===== config.mk =====
export PLATFORM = sky130hd
export DESIGN_NAME = max_pooling_layer
export DESIGN_NICKNAME = d
export VERILOG_FILES = /design/src/rtl/max_pooling_layer.sv
export SDC_FILE = /design/constraint.sdc
export NUM_CORES = 1
export LEC_CHECK = 0
export ABC_AREA = 1
export ABC_CLOCK_PERIOD_IN_PS = 10940
export BUFFER_PORTS_ARGS = -buffer_cell sky130_fd_sc_hd__buf_2
export CORE_MARGIN = 2
export CORE_UTILIZATION = 30
export CTS_CLUSTER_SIZE = 28
export DETAILED_ROUTE_END_ITERATION = 10
export PLACE_DENSITY = 0.43
export SLEW_MARGIN = 40
export SYNTH_ARGS = -nofsm -noshare
export SYNTH_HDL_FRONTEND = slang
export SYNTH_SLANG_ARGS = --single-unit

===== constraint.sdc =====
create_clock -name clk -period 10.94 [get_ports clk]
set_input_delay 1.641 -clock clk [delete_from_list [all_inputs] [get_ports clk]]
set_output_delay 1.641 -clock clk [all_outputs]
set_load 0.02 [all_outputs]

===== src/rtl/max_pooling_layer.sv =====
// 2x2 stride-2 signed max-pooling over a raster-order multi-channel pixel stream.
// One row of horizontal pair maxima is parked per channel until the odd row arrives.
module max_pooling_layer #(
  parameter int D_WIDTH  = 16,
  parameter int CHANNELS = 1,
  parameter int IN_SIZE  = 28
) (
  input  logic                          clk,
  input  logic                          rst_n,
  input  logic                          clk_en,
  input  logic                          in_valid,
  input  logic [D_WIDTH*CHANNELS-1:0]   input_data,
  output logic [D_WIDTH*CHANNELS-1:0]   output_data,
  output logic                          out_valid,
  output logic                          frame_done
);

  localparam int DW       = D_WIDTH * CHANNELS;
  localparam int CW       = (IN_SIZE > 1) ? $clog2(IN_SIZE) : 1;
  localparam int LB_DEPTH = (IN_SIZE / 2 > 0) ? IN_SIZE / 2 : 1;
  localparam int AW       = (LB_DEPTH > 1) ? $clog2(LB_DEPTH) : 1;
  localparam logic [CW-1:0] LAST = CW'(IN_SIZE - 1);

  // Lane-wise signed max; ties return a (identical value either way).
  function automatic logic [DW-1:0] chan_max(input logic [DW-1:0] a, input logic [DW-1:0] b);
    logic [DW-1:0] r;
    r = '0;
    for (int i = 0; i < CHANNELS; i++) begin
      if ($signed(a[i*D_WIDTH +: D_WIDTH]) >= $signed(b[i*D_WIDTH +: D_WIDTH]))
        r[i*D_WIDTH +: D_WIDTH] = a[i*D_WIDTH +: D_WIDTH];
      else
        r[i*D_WIDTH +: D_WIDTH] = b[i*D_WIDTH +: D_WIDTH];
    end
    return r;
  endfunction

  logic [CW-1:0] col_q, col_d;
  logic [CW-1:0] row_q, row_d;
  logic [DW-1:0] hold_q, hold_d;
  logic [DW-1:0] out_data_q, out_data_d;
  logic          out_valid_q, out_valid_d;
  logic          frame_done_q, frame_done_d;

  logic [DW-1:0] line_buf [LB_DEPTH];
  logic [AW-1:0] lb_idx;
  logic [DW-1:0] lb_rdata;
  logic [DW-1:0] pair_max;
  logic          lb_we;
  logic          accept;

  assign accept   = clk_en & in_valid;
  assign lb_idx   = AW'(col_q >> 1);
  assign lb_rdata = line_buf[lb_idx];
  assign pair_max = chan_max(hold_q, input_data);

  // NOTE: every variable gets a default first so no path leaves it unassigned (no latches).
  always_comb begin
    col_d        = col_q;
    row_d        = row_q;
    hold_d       = hold_q;
    out_data_d   = out_data_q;
    out_valid_d  = 1'b0;
    frame_done_d = 1'b0;
    lb_we        = 1'b0;
    if (accept) begin
      if (col_q == LAST) begin
        col_d = '0;
        row_d = (row_q == LAST) ? '0 : row_q + CW'(1);
      end else begin
        col_d = col_q + CW'(1);
      end
      frame_done_d = (col_q == LAST) && (row_q == LAST);
      if (!col_q[0]) begin
        hold_d = input_data;
      end else if (!row_q[0]) begin
        lb_we = 1'b1;
      end else begin
        out_data_d  = chan_max(lb_rdata, pair_max);
        out_valid_d = 1'b1;
      end
    end
  end

  // NOTE: sequential state uses non-blocking assignments so all flops update together.
  always_ff @(posedge clk or negedge rst_n) begin
    if (!rst_n) begin
      col_q        <= '0;
      row_q        <= '0;
      hold_q       <= '0;
      out_data_q   <= '0;
      out_valid_q  <= 1'b0;
      frame_done_q <= 1'b0;
    end else if (clk_en) begin
      col_q        <= col_d;
      row_q        <= row_d;
      hold_q       <= hold_d;
      out_data_q   <= out_data_d;
      out_valid_q  <= out_valid_d;
      frame_done_q <= frame_done_d;
    end
  end

  // NOTE: the line buffer is not reset; row 0 of every frame rewrites it before any read.
  always_ff @(posedge clk) begin
    if (lb_we) line_buf[lb_idx] <= pair_max;
  end

  assign output_data = out_data_q;
  assign out_valid   = out_valid_q;
  assign frame_done  = frame_done_q;

endmodule


==> results of run 1 <==
how the worst max path moves through the flow:
stage / cells past startpoint / end / slack, ns
global route: 20 / output_data[12] / 4.67
detailed placement: 20 / output_data[12] / 4.63
CTS: 20 / output_data[12] / 5.20
global placement: 20 / output_data[0] / 4.67
floorplan: 22 / output_data[10] / 6.19
finish: 20 / output_data[12] / 5.25
metal layers:
metal	routed length, um	vias to the layer above
met5	0	-
li1	-	3627
met4	605	0
met1	14700	3719
met3	1370	42
met2	15100	157
logic make-up after synthesis:
logic type                 after synthesis  synth area share
and+or+nand+nor                        381             0.135
xor gates and xnor gates                 1          0.000760
buffers and inverters                  121            0.0443
adders and majority gates               34            0.0369
DFF                                    268             0.679
AOI/OAI and AO/OA                      185             0.103
power by group through the flow:
stage	registers (mW)	logic [mW]	clock network, mW
2_1_floorplan	1.45	0.962	0
3_3_place_gp	1.45	1.43	0
3_5_place_dp	1.45	1.45	0
4_1_cts	1.43	1.45	0.928
5_1_grt	1.44	1.64	0.963
6_report	1.43	1.44	0.905
cell usage after synthesis (all sizes together):
master	instances
o31ai	3
xor2	1
dfrtp	44
inv	81
edfxtp	224
a21o	1
nor2	70
nand2	253
nor3	13
a31oi	1
a22oi	96
nor3b	1
buf	25
o32ai	1
o21a	2
nand3	25
ha	34
nand4	18
o22ai	1
nor4	1
o21ai	46
o21bai	2
clkbuf	15
a21oi	32
through the flow:
| step | hold WS (ns) | power (mW) | instances | utilization |
|---|---|---|---|---|
| floorplan | 0.468 | 2.41 | 990 | - |
| detailed placement | 0.475 | 2.90 | 1521 | 0.328 |
| global placement | 0.496 | 2.89 | 1521 | 0.328 |
| CTS | 0.501 | 3.81 | 1575 | 0.351 |
| finish | 0.506 | 3.77 | 1575 | 0.351 |
| global route | 0.522 | 4.04 | 1575 | 0.351 |
registers in the layout, indices dropped and copies added, names as in the netlist:
signal       cells
line_buf       224
hold_q          16
output_data     16
col_q            5
row_q            5
frame_done       1
out_valid        1
area by class of cell:
| type | instances | share of cell area |
|---|---|---|
| tap | 511 | 0.0482 |
| timing repair buffer | 60 | 0.0270 |
| multi-input combinational | 601 | 0.247 |
| inverter | 81 | 0.0229 |
| clock inverter | 19 | 0.00887 |
| sequential | 268 | 0.590 |
| clock buffer | 35 | 0.0564 |
worst min-delay path, delay by kind of cell, from the launching register on:
kind          cells  cell delay, ns
flops             1            0.37
simple gates      2            0.11
==> results.toml, run 1 <==
[floorplan]
io_pins = 38
die_y_um = 200
fp.dieW_um = 200
row_count = 71
core_region_area_sq_um = 37800
initial_core_util = 0.305
dieArea_sq_um = 40000

[power_and_ir_drop]
power_density_nw_per_um2 = 284
power_frac_clock = 0.240
max-vdd-ir-drop_v = 0.000157
combPwrFrac = 0.382
p_seq_frac = 0.379
power.leakage_nw = 5.22
switching_share = 0.401
switchingPower_mw = 1.51
p_int_mw = 2.26

[sta]
setup_viol = 0
skew_ns = 0.0146
post-route-min-period_ns = 5.69
slew_viol_final = 0
worstMarginPinSlew_ns = 0.789
fin_tns_setup_ns = 0
fin_ws_ns = 5.25
fmax_ghz = 0.176
period_share = 0.520
hold_violations = 0
rsz0062_at_grt = "false"
max-slew-margin-rel = 0.474

[clocking]
clk_pin_slew_worst_paths_ns = 0.06
cts_buffer_depth = 3
clk_latency_ns = 0.56
clock_sinks = 268
cts_buffers = 29
h-tree-depth = 1
cts_tree = "yes"
cts_hold_buf = 0
cts_resized = 0
post_cts_buffers = 0
clockRootBuffer = "clkbuf_16"

[synth]
yosys.area.top_type_share = 0.584
syn_avg_cell_area_sq_um = 11.6
yosysSeqAreaShare = 0.679
synth_cell_types = 33
yosysWarnings = 0
synthTopCellsByArea = "edfxtp_1 (58%), dfrtp_1 (9.6%), nand2_1 (8.2%), a22oi_1 (6.3%), ha_1 (3.7%)"
synth_area_sq_um = 11500
synth_area_leader_cell = "edfxtp_1"
synth_seq_cells = 268
syn_inst = 990
syn_nets = 1044

[worst_setup_path]
worst-endpoint-arrival_ns = 6.13
reg2reg_depth = 18
cpPeakStageDelay_ns = 0.50
cp_common_cell = "nand2_1"
reg2reg_slack_ns = 6.04
r2r_start = "hold_q[15]"
critPathLaunchType = "primary input"
path_cells = "buf_2 -> inv_1 -> ha_1 -> nand2_1 -> nor3_2 -> nand3_1 -> nand3_2 -> nand2_1 -> nand2_1 -> inv_1 -> ha_1 -> nand2_1 -> nor3_1 -> nand2_1 -> nand3_1 -> nand3_2 -> inv_1 -> nand3_1 -> nand2_1 -> nand2_1"
r2r_end = "output_data[12]"
critPathCaptureType = "flop"
required_ns = 11.38
crit_fanout = 17
critPathKind = "in -> reg"
cp_num_buf_inv = 4
cp_top_family = "simple AND/OR/NAND/NOR gates"
slowest_stage = "inv_1"
setup.worst_path.start = "input_data[15]"

[global_route]
grt_first_pass_wirelength_um = 48200
grt_overflow = 0
grt_max_degree = 50
antenna_found_initial = 0
grt.busiest_layer = "met2"
grt_use_met3 = 0.0215
grt_pass1_vias = 7515
grtUsageMet2 = 0.271
grt_usage = 0.164
grt_util_met1 = 0.229

[routing]
routedWlPerCell_um = 20.2
drc = 0
first_iter_violations = 481
via_per_inst = 4.79
ant_nets = 0
routed_wirelength_um = 31800
vias = 7545
firstDrtPassIters = 5

[worst_hold_path]
hold_path_depth = 2
whs_endpoint = "row_q[1]"
worstHoldStart = "row_q[1]"
hold_path.class = "reg -> reg"

[finish]
postLayoutCellArea_sq_um = 13300
multiInputGateArea_sq_um = 3270
final_layout_size_suffix_gt1_frac = 0.118
final_common_cell = "nand2_1"
fill_cells = 3730
seq_area_sq_um = 7830
area_delta_synth_final_pct = 15.1
antenna_cells = 0
mostFrequentLayoutCells = "nand2_1 (249), edfxtp_1 (224), a22oi_1 (96)"
final_nets = 1095

[run_status]
status = "finished clean"

[flow_run]
maxCapViolations = 0

[place]
hpwl_um = 19400
io_buffer_count = 37
gp_congestion = 0.737
postPlaceCellArea_sq_um = 12400
dp_slack_ns = 4.63
Note: power is estimated with default switching activity, not from simulation.
==> run 2, diff against run 1 <==
--- a/config.mk
+++ b/config.mk
@@ -5,14 +5,14 @@
 export SDC_FILE = /design/constraint.sdc
 export NUM_CORES = 1
 export LEC_CHECK = 0
-export ABC_AREA = 1
-export ABC_CLOCK_PERIOD_IN_PS = 10940
+export ABC_AREA = 0
+export ABC_CLOCK_PERIOD_IN_PS = 4900
 export BUFFER_PORTS_ARGS = -buffer_cell sky130_fd_sc_hd__buf_2
 export CORE_MARGIN = 2
 export CORE_UTILIZATION = 30
 export CTS_CLUSTER_SIZE = 28
 export DETAILED_ROUTE_END_ITERATION = 10
-export PLACE_DENSITY = 0.43
+export PLACE_DENSITY = 0.45
 export SLEW_MARGIN = 40
 export SYNTH_ARGS = -nofsm -noshare
 export SYNTH_HDL_FRONTEND = slang
==> constraint.sdc (replaced) <==
create_clock -name clk -period 4.9 [get_ports clk]
set_input_delay 0.735 -clock clk [delete_from_list [all_inputs] [get_ports clk]]
set_output_delay 0.735 -clock clk [all_outputs]
set_load 0.02 [all_outputs]
==> run 2 against run 1 <==
Synthesized area grew 0.11%; critical endpoint is now output_data[11]; flip-flop and latch count stayed put; critical path type is now reg -> reg; die area up 0.10%; first-iteration DRC count decreased by 6.2%.
==> results.toml, run 2 <==
[worst_setup_path]
reg2reg_depth = 14
critPathCaptureType = "flop"
r2r_end = "output_data[11]"
reg2reg_slack_ns = 0.19
worst-endpoint-arrival_ns = 5.17
critPathLaunchType = "flop"
required_ns = 5.36
crit_fanout = 17
r2r_start = "hold_q[14]"
critPathKind = "reg -> reg"

[finish]
final_common_cell = "edfxtp_1"
largest-register = "line_buf"
area_delta_synth_final_pct = 19.6
final_nets = 821
largest_reg_flops = 224
mostFrequentLayoutCells = "edfxtp_1 (224), mux4_2 (63), buf_4 (62)"
final_layout_size_suffix_gt1_frac = 0.326
fill_cells = 3504
fin_cells = 1300

[flow_run]
maxCapViolations = 0

[routing]
m1WireLength_um = 12600
ant_nets = 0
drc = 0
routedWlPerCell_um = 21.5
highest_layer = "met4"
firstDrtPassIters = 4
routed-wl-met3_um = 1220
wl_met2_um = 13500
vias = 6316
routed_wirelength_um = 28000
via_per_inst = 4.86
first_iter_violations = 451

[synth]
synth_top_flop_cell = "edfxtp_1"
yosysSeqAreaShare = 0.678
synth.mux.area_fraction = 0.167
yosysWarnings = 0
synthMostInstantiatedCell = "edfxtp_1"
synth_simple_gate_area_frac = 0.0486
synth_edf_count = 224
synth-compound-area-share = 0.0436
syn_inst = 666
yosys-top-cells-count = "edfxtp_1 (224), mux4_2 (63), dfrtp_1 (44)"
synth-xor-area-share = 0.000759
synth_seq_cells = 268
synthTopCellsByArea = "edfxtp_1 (58%), mux4_2 (12%), dfrtp_1 (9.5%), ha_1 (3.7%), mux2_2 (1.8%)"
synth_cell_types = 42
async_flop_share = 0.164
synth_top_family_by_area = "multiplexers"
synth-adder-area-share = 0.0369
syn_avg_cell_area_sq_um = 17.3
yosys.area.top_type_share = 0.583
syn_nets = 720
synth_area_leader_cell = "edfxtp_1"
synth_area_sq_um = 11500

[place]
io_buffer_count = 37
gp_congestion = 0.762
hpwl_um = 18600
dpl.cell_count = 1246

[floorplan]
die_y_um = 200
dieArea_sq_um = 40000
initial_core_util = 0.306
fp.dieW_um = 200
io_pins = 38
core_region_area_sq_um = 37800
row_count = 71

[worst_hold_path]
hold_path.class = "in -> async"

[sta]
max-slew-margin-rel = 0.525
period_share = 0.961
hold_violations = 0
fmax_ghz = 0.212
setup_viol = 0
skew_ns = 0.0109
rsz0062_at_grt = "false"
worstMarginPinSlew_ns = 0.711
holdWs_ns = 0.200
post-route-min-period_ns = 4.71
slew_viol_final = 0

[global_route]
antenna_found_initial = 3
grt_first_pass_wirelength_um = 42200
grt_overflow = 0
grt_pass1_vias = 6718
grt_max_degree = 45
grt_usage = 0.139

[clocking]
cts_buffers = 30
clk_pin_slew_worst_paths_ns = 0.06
cts_tree = "yes"
cts_buffer_depth = 3
clk_latency_ns = 0.55
clockRootBuffer = "clkbuf_16"
h-tree-depth = 1
clock_sinks = 268

[run_status]
status = "finished clean"

[power_and_ir_drop]
max-vdd-ir-drop_v = 0.000306
power.leakage_nw = 4.95
p_total_mw = 7.79
power_density_nw_per_um2 = 564
[run 2: report_power, final]
part | switching [mW] | internal [mW] | leakage [nW]
Clock | 0.864 | 1.40 | 0.494
Sequential | 0.215 | 2.81 | 2.60
Combinational | 1.30 | 1.19 | 1.86
[run 2: worst max-delay path by stage]
stage / start / end / slack, ns / depth (start not counted)
2_1_floorplan: input_data[14] / output_data[10] / 0.02 / 19
3_3_place_gp: input_data[11] / output_data[11] / -0.31 / 16
3_5_place_dp: input_data[11] / output_data[9] / -0.36 / 16
4_1_cts: hold_q[9] / output_data[9] / 0.1 / 14
5_1_grt: hold_q[14] / output_data[9] / 0.007 / 14
6_report: hold_q[14] / output_data[11] / 0.19 / 14
[run 2: timing repair]
item                       CTS  global route
gates resized for setup      0             2
setup endpoints to repair    0            16
buffers inserted             0             0
hold buffers                 0             0
[run 2: metal layers]
metal  track usage  vias up
li1              -     2818
met1         0.189     3308
met2         0.231      152
met3        0.0200       38
met4        0.0437        0
met5             0        -
[run 2: final cells by class]
cell class | count | area, sq um | area share
repair buffers | 101 | 706 | 0.0511
clock buffers | 36 | 795 | 0.0576
well taps | 511 | 639 | 0.0463
flip-flops and latches | 268 | 7840 | 0.568
inverters | 34 | 128 | 0.00925
clock inverters | 17 | 204 | 0.0148
diodes | 1 | 2.50 | 0.000181
multi-input cells | 332 | 3490 | 0.253
[run 2: cells by family (layout without fill, tap and decap cells)]
kind of cell	count (synthesis)	count (layout)
DFF	268	268
AOI/OAI and AO/OA	84	84
xor gates and xnor gates	1	1
muxes	100	100
and+or+nand+nor	113	113
adders and majority gates	34	34
buffers and inverters	66	188
other	0	1
[run 2: metrics by stage]
step / TNS (ns) / worst slack (ns) / util / instance area (sq um)
floorplan: 0 / 0.0151 / - / 11500
global placement: -4.92 / -0.314 / 0.338 / 12800
detailed placement: -5.07 / -0.355 / 0.339 / 12800
CTS: 0 / 0.0979 / 0.365 / 13800
global route: 0 / 0.00724 / 0.365 / 13800
finish: 0 / 0.193 / 0.366 / 13800
[run 2: worst max-delay path, stage by stage, from the launching register on]
cell       delay [ns]
dfrtp_1          0.43
ha_1             0.33
nand4_1          0.24
nor2_1           0.07
a221o_1          0.29
or3_4            0.40
mux2_8           0.43
mux2i_1          0.35
ha_1             0.30
a21oi_1          0.12
o21ai_0          0.14
a2111oi_1        0.45
mux2_2           0.41
or2_2            0.45
o21ai_1          0.19
==> run 3, diff against run 2 <==
--- a/config.mk
+++ b/config.mk
@@ -6,13 +6,14 @@
 export NUM_CORES = 1
 export LEC_CHECK = 0
 export ABC_AREA = 0
-export ABC_CLOCK_PERIOD_IN_PS = 4900
+export ABC_CLOCK_PERIOD_IN_PS = 5000
 export BUFFER_PORTS_ARGS = -buffer_cell sky130_fd_sc_hd__buf_2
 export CORE_MARGIN = 2
 export CORE_UTILIZATION = 30
 export CTS_CLUSTER_SIZE = 28
 export DETAILED_ROUTE_END_ITERATION = 10
-export PLACE_DENSITY = 0.45
+export PLACE_DENSITY = 0.43
+export REMOVE_ABC_BUFFERS = 1
 export SLEW_MARGIN = 40
 export SYNTH_ARGS = -nofsm -noshare
 export SYNTH_HDL_FRONTEND = slang
==> constraint.sdc (replaced) <==
create_clock -name clk -period 5 [get_ports clk]
set_input_delay 0.75 -clock clk [delete_from_list [all_inputs] [get_ports clk]]
set_output_delay 0.75 -clock clk [all_outputs]
set_load 0.02 [all_outputs]
==> run 3 against run 2 <==
Clock skew shrank 0.0012 ns; die area unchanged; clock power fell by 2%; combinational power barely moved; via count shrank 1.0%; routed wire length rose by 4.9%; setup slack better by 0.037 ns; count of clock-buffer cells in the layout up 1; flip-flop and latch count unchanged; utilization rose by 0.49 points.
==> results.toml, run 3 (synthesis gave the netlist of run 2 again) <==
[global_route]
antenna_found_initial = 0
grt_pass1_vias = 6614
grt_usage = 0.147
grt_max_degree = 45
grt_first_pass_wirelength_um = 43900
grt_overflow = 0

[clocking]
clockRootBuffer = "clkbuf_16"
clock_sinks = 268
cts_hold_buf = 0
clk_pin_slew_worst_paths_ns = 0.06
cts_buffer_depth = 3
clk_latency_ns = 0.54
h-tree-depth = 1
cts_tree = "yes"
cts_buffers = 29

[sta]
rsz0062_at_grt = "false"
worstMarginPinSlew_ns = 0.808
setup_viol = 0
fin_ws_ns = 0.229
fmax_ghz = 0.210
post-route-min-period_ns = 4.77
max-slew-margin-rel = 0.460
hold_violations = 0
slew_viol_final = 0
period_share = 0.954
skew_ns = 0.00975

[finish]
area_delta_synth_final_pct = 21.2
antenna_cells = 0
final_common_cell = "edfxtp_1"
postLayoutCellArea_sq_um = 14000
largest-register = "line_buf"
mostFrequentLayoutCells = "edfxtp_1 (224), mux4_2 (63), buf_4 (59)"
final_layout_size_suffix_gt1_frac = 0.330
fill_cells = 3472
largest_reg_flops = 224
final_nets = 825

[worst_setup_path]
reg2reg_depth = 15
required_ns = 5.46
r2r_start = "hold_q[7]"
reg2reg_slack_ns = 0.23
crit_path_end = "output_data[8]"
r2r_end = "output_data[8]"
crit_fanout = 15
setup.worst_path.start = "hold_q[7]"
critPathCaptureType = "flop"
critPathLaunchType = "flop"
critPathKind = "reg -> reg"
worst-endpoint-arrival_ns = 5.23

[floorplan]
fp.dieW_um = 200
io_pins = 38
initial_core_util = 0.306
row_count = 71
die_y_um = 200
dieArea_sq_um = 40000
core_region_area_sq_um = 37800

[power_and_ir_drop]
switching_share = 0.305
combPwrFrac = 0.326
p_seq_frac = 0.385
switchingPower_mw = 2.35
power_frac_clock = 0.289
max-vdd-ir-drop_v = 0.000253
p_int_mw = 5.35
power_density_nw_per_um2 = 551
power.leakage_nw = 4.99

[routing]
drc = 0
first_iter_violations = 497
routed_wirelength_um = 29300
routedWlPerCell_um = 22.5
vias = 6252
via_per_inst = 4.79
ant_nets = 0
firstDrtPassIters = 5

[run_status]
status = "finished clean"

[place]
gp_congestion = 0.771
postPlaceCellArea_sq_um = 12900
dp_slack_ns = -0.357
hpwl_um = 19000
io_buffer_count = 37

[worst_hold_path]
hold_path.class = "in -> async"

[flow_run]
maxCapViolations = 0
==> run 3: worst min-delay path by stage <==
stage	from	to	slack [ns]	cells past startpoint
detailed placement	hold_q[1]	hold_q[1]	0.51	2
global route	rst_n	output_data[9]	0.25	1
finish	rst_n	hold_q[15]	0.23	1
floorplan	rst_n	col_q[0]	0.45	0
CTS	rst_n	hold_q[11]	0.23	1
global placement	row_q[4]	row_q[4]	0.48	2
==> run 3: critical path, stage by stage (launching register included) <==
cell       delay [ns]
dfrtp_1          0.44
ha_1             0.34
a21oi_1          0.14
o21ai_0          0.11
a221o_1          0.34
or3_4            0.41
mux2_2           0.47
mux2i_1          0.32
buf_4            0.16
ha_1             0.25
nand4_1          0.12
nor3_1           0.08
a2111oi_0        0.44
mux2_2           0.42
or2_2            0.46
o21ai_1          0.19
==> run 3: power by group through the flow <==
| stage | Clock (mW) | Combinational, mW | Sequential, mW |
|---|---|---|---|
| after floorplan | 0 | 1.44 | 3.06 |
| after detailed placement | 0 | 2.52 | 3.01 |
| after global routing | 2.38 | 2.73 | 2.99 |
| after global placement | 0 | 2.47 | 3.01 |
| final | 2.22 | 2.51 | 2.96 |
| after CTS | 2.29 | 2.53 | 2.97 |
==> run 3: through the flow <==
stage                     TNS (ns)  power, mW  utilization  hold slack [ns]  std cells
after detailed placement     -5.32       5.53        0.342            0.508       1247
after global placement       -3.50       5.48        0.339            0.484       1243
after global routing             0       8.10        0.370            0.251       1304
after CTS                        0       7.79        0.368            0.232       1300
after floorplan              -9.76       4.49            -            0.454        634
final                            0       7.70        0.370            0.229       1304
==> run 3: area by class of cell <==
class                      instances  area, sq um  share of cell area
clock inverter                    16          210              0.0150
clock buffer                      37          786              0.0562
multi-input combinational        333         3530               0.253
timing repair buffer             105          853              0.0610
sequential                       268         7840               0.560
inverter                          34          128             0.00913
tap                              511          639              0.0457
==> run 3: metal layers <==
metal	global-route usage	part of all wire
met5	0	0
met2	0.252	0.49
met1	0.196	0.45
met4	0.0307	0.016
met3	0.0233	0.039
==> run 3: repair_timing <==
action,4_1_cts,5_1_grt
setup buffers,0,1
resized for setup,0,2
endpoints found under the setup margin,0,16
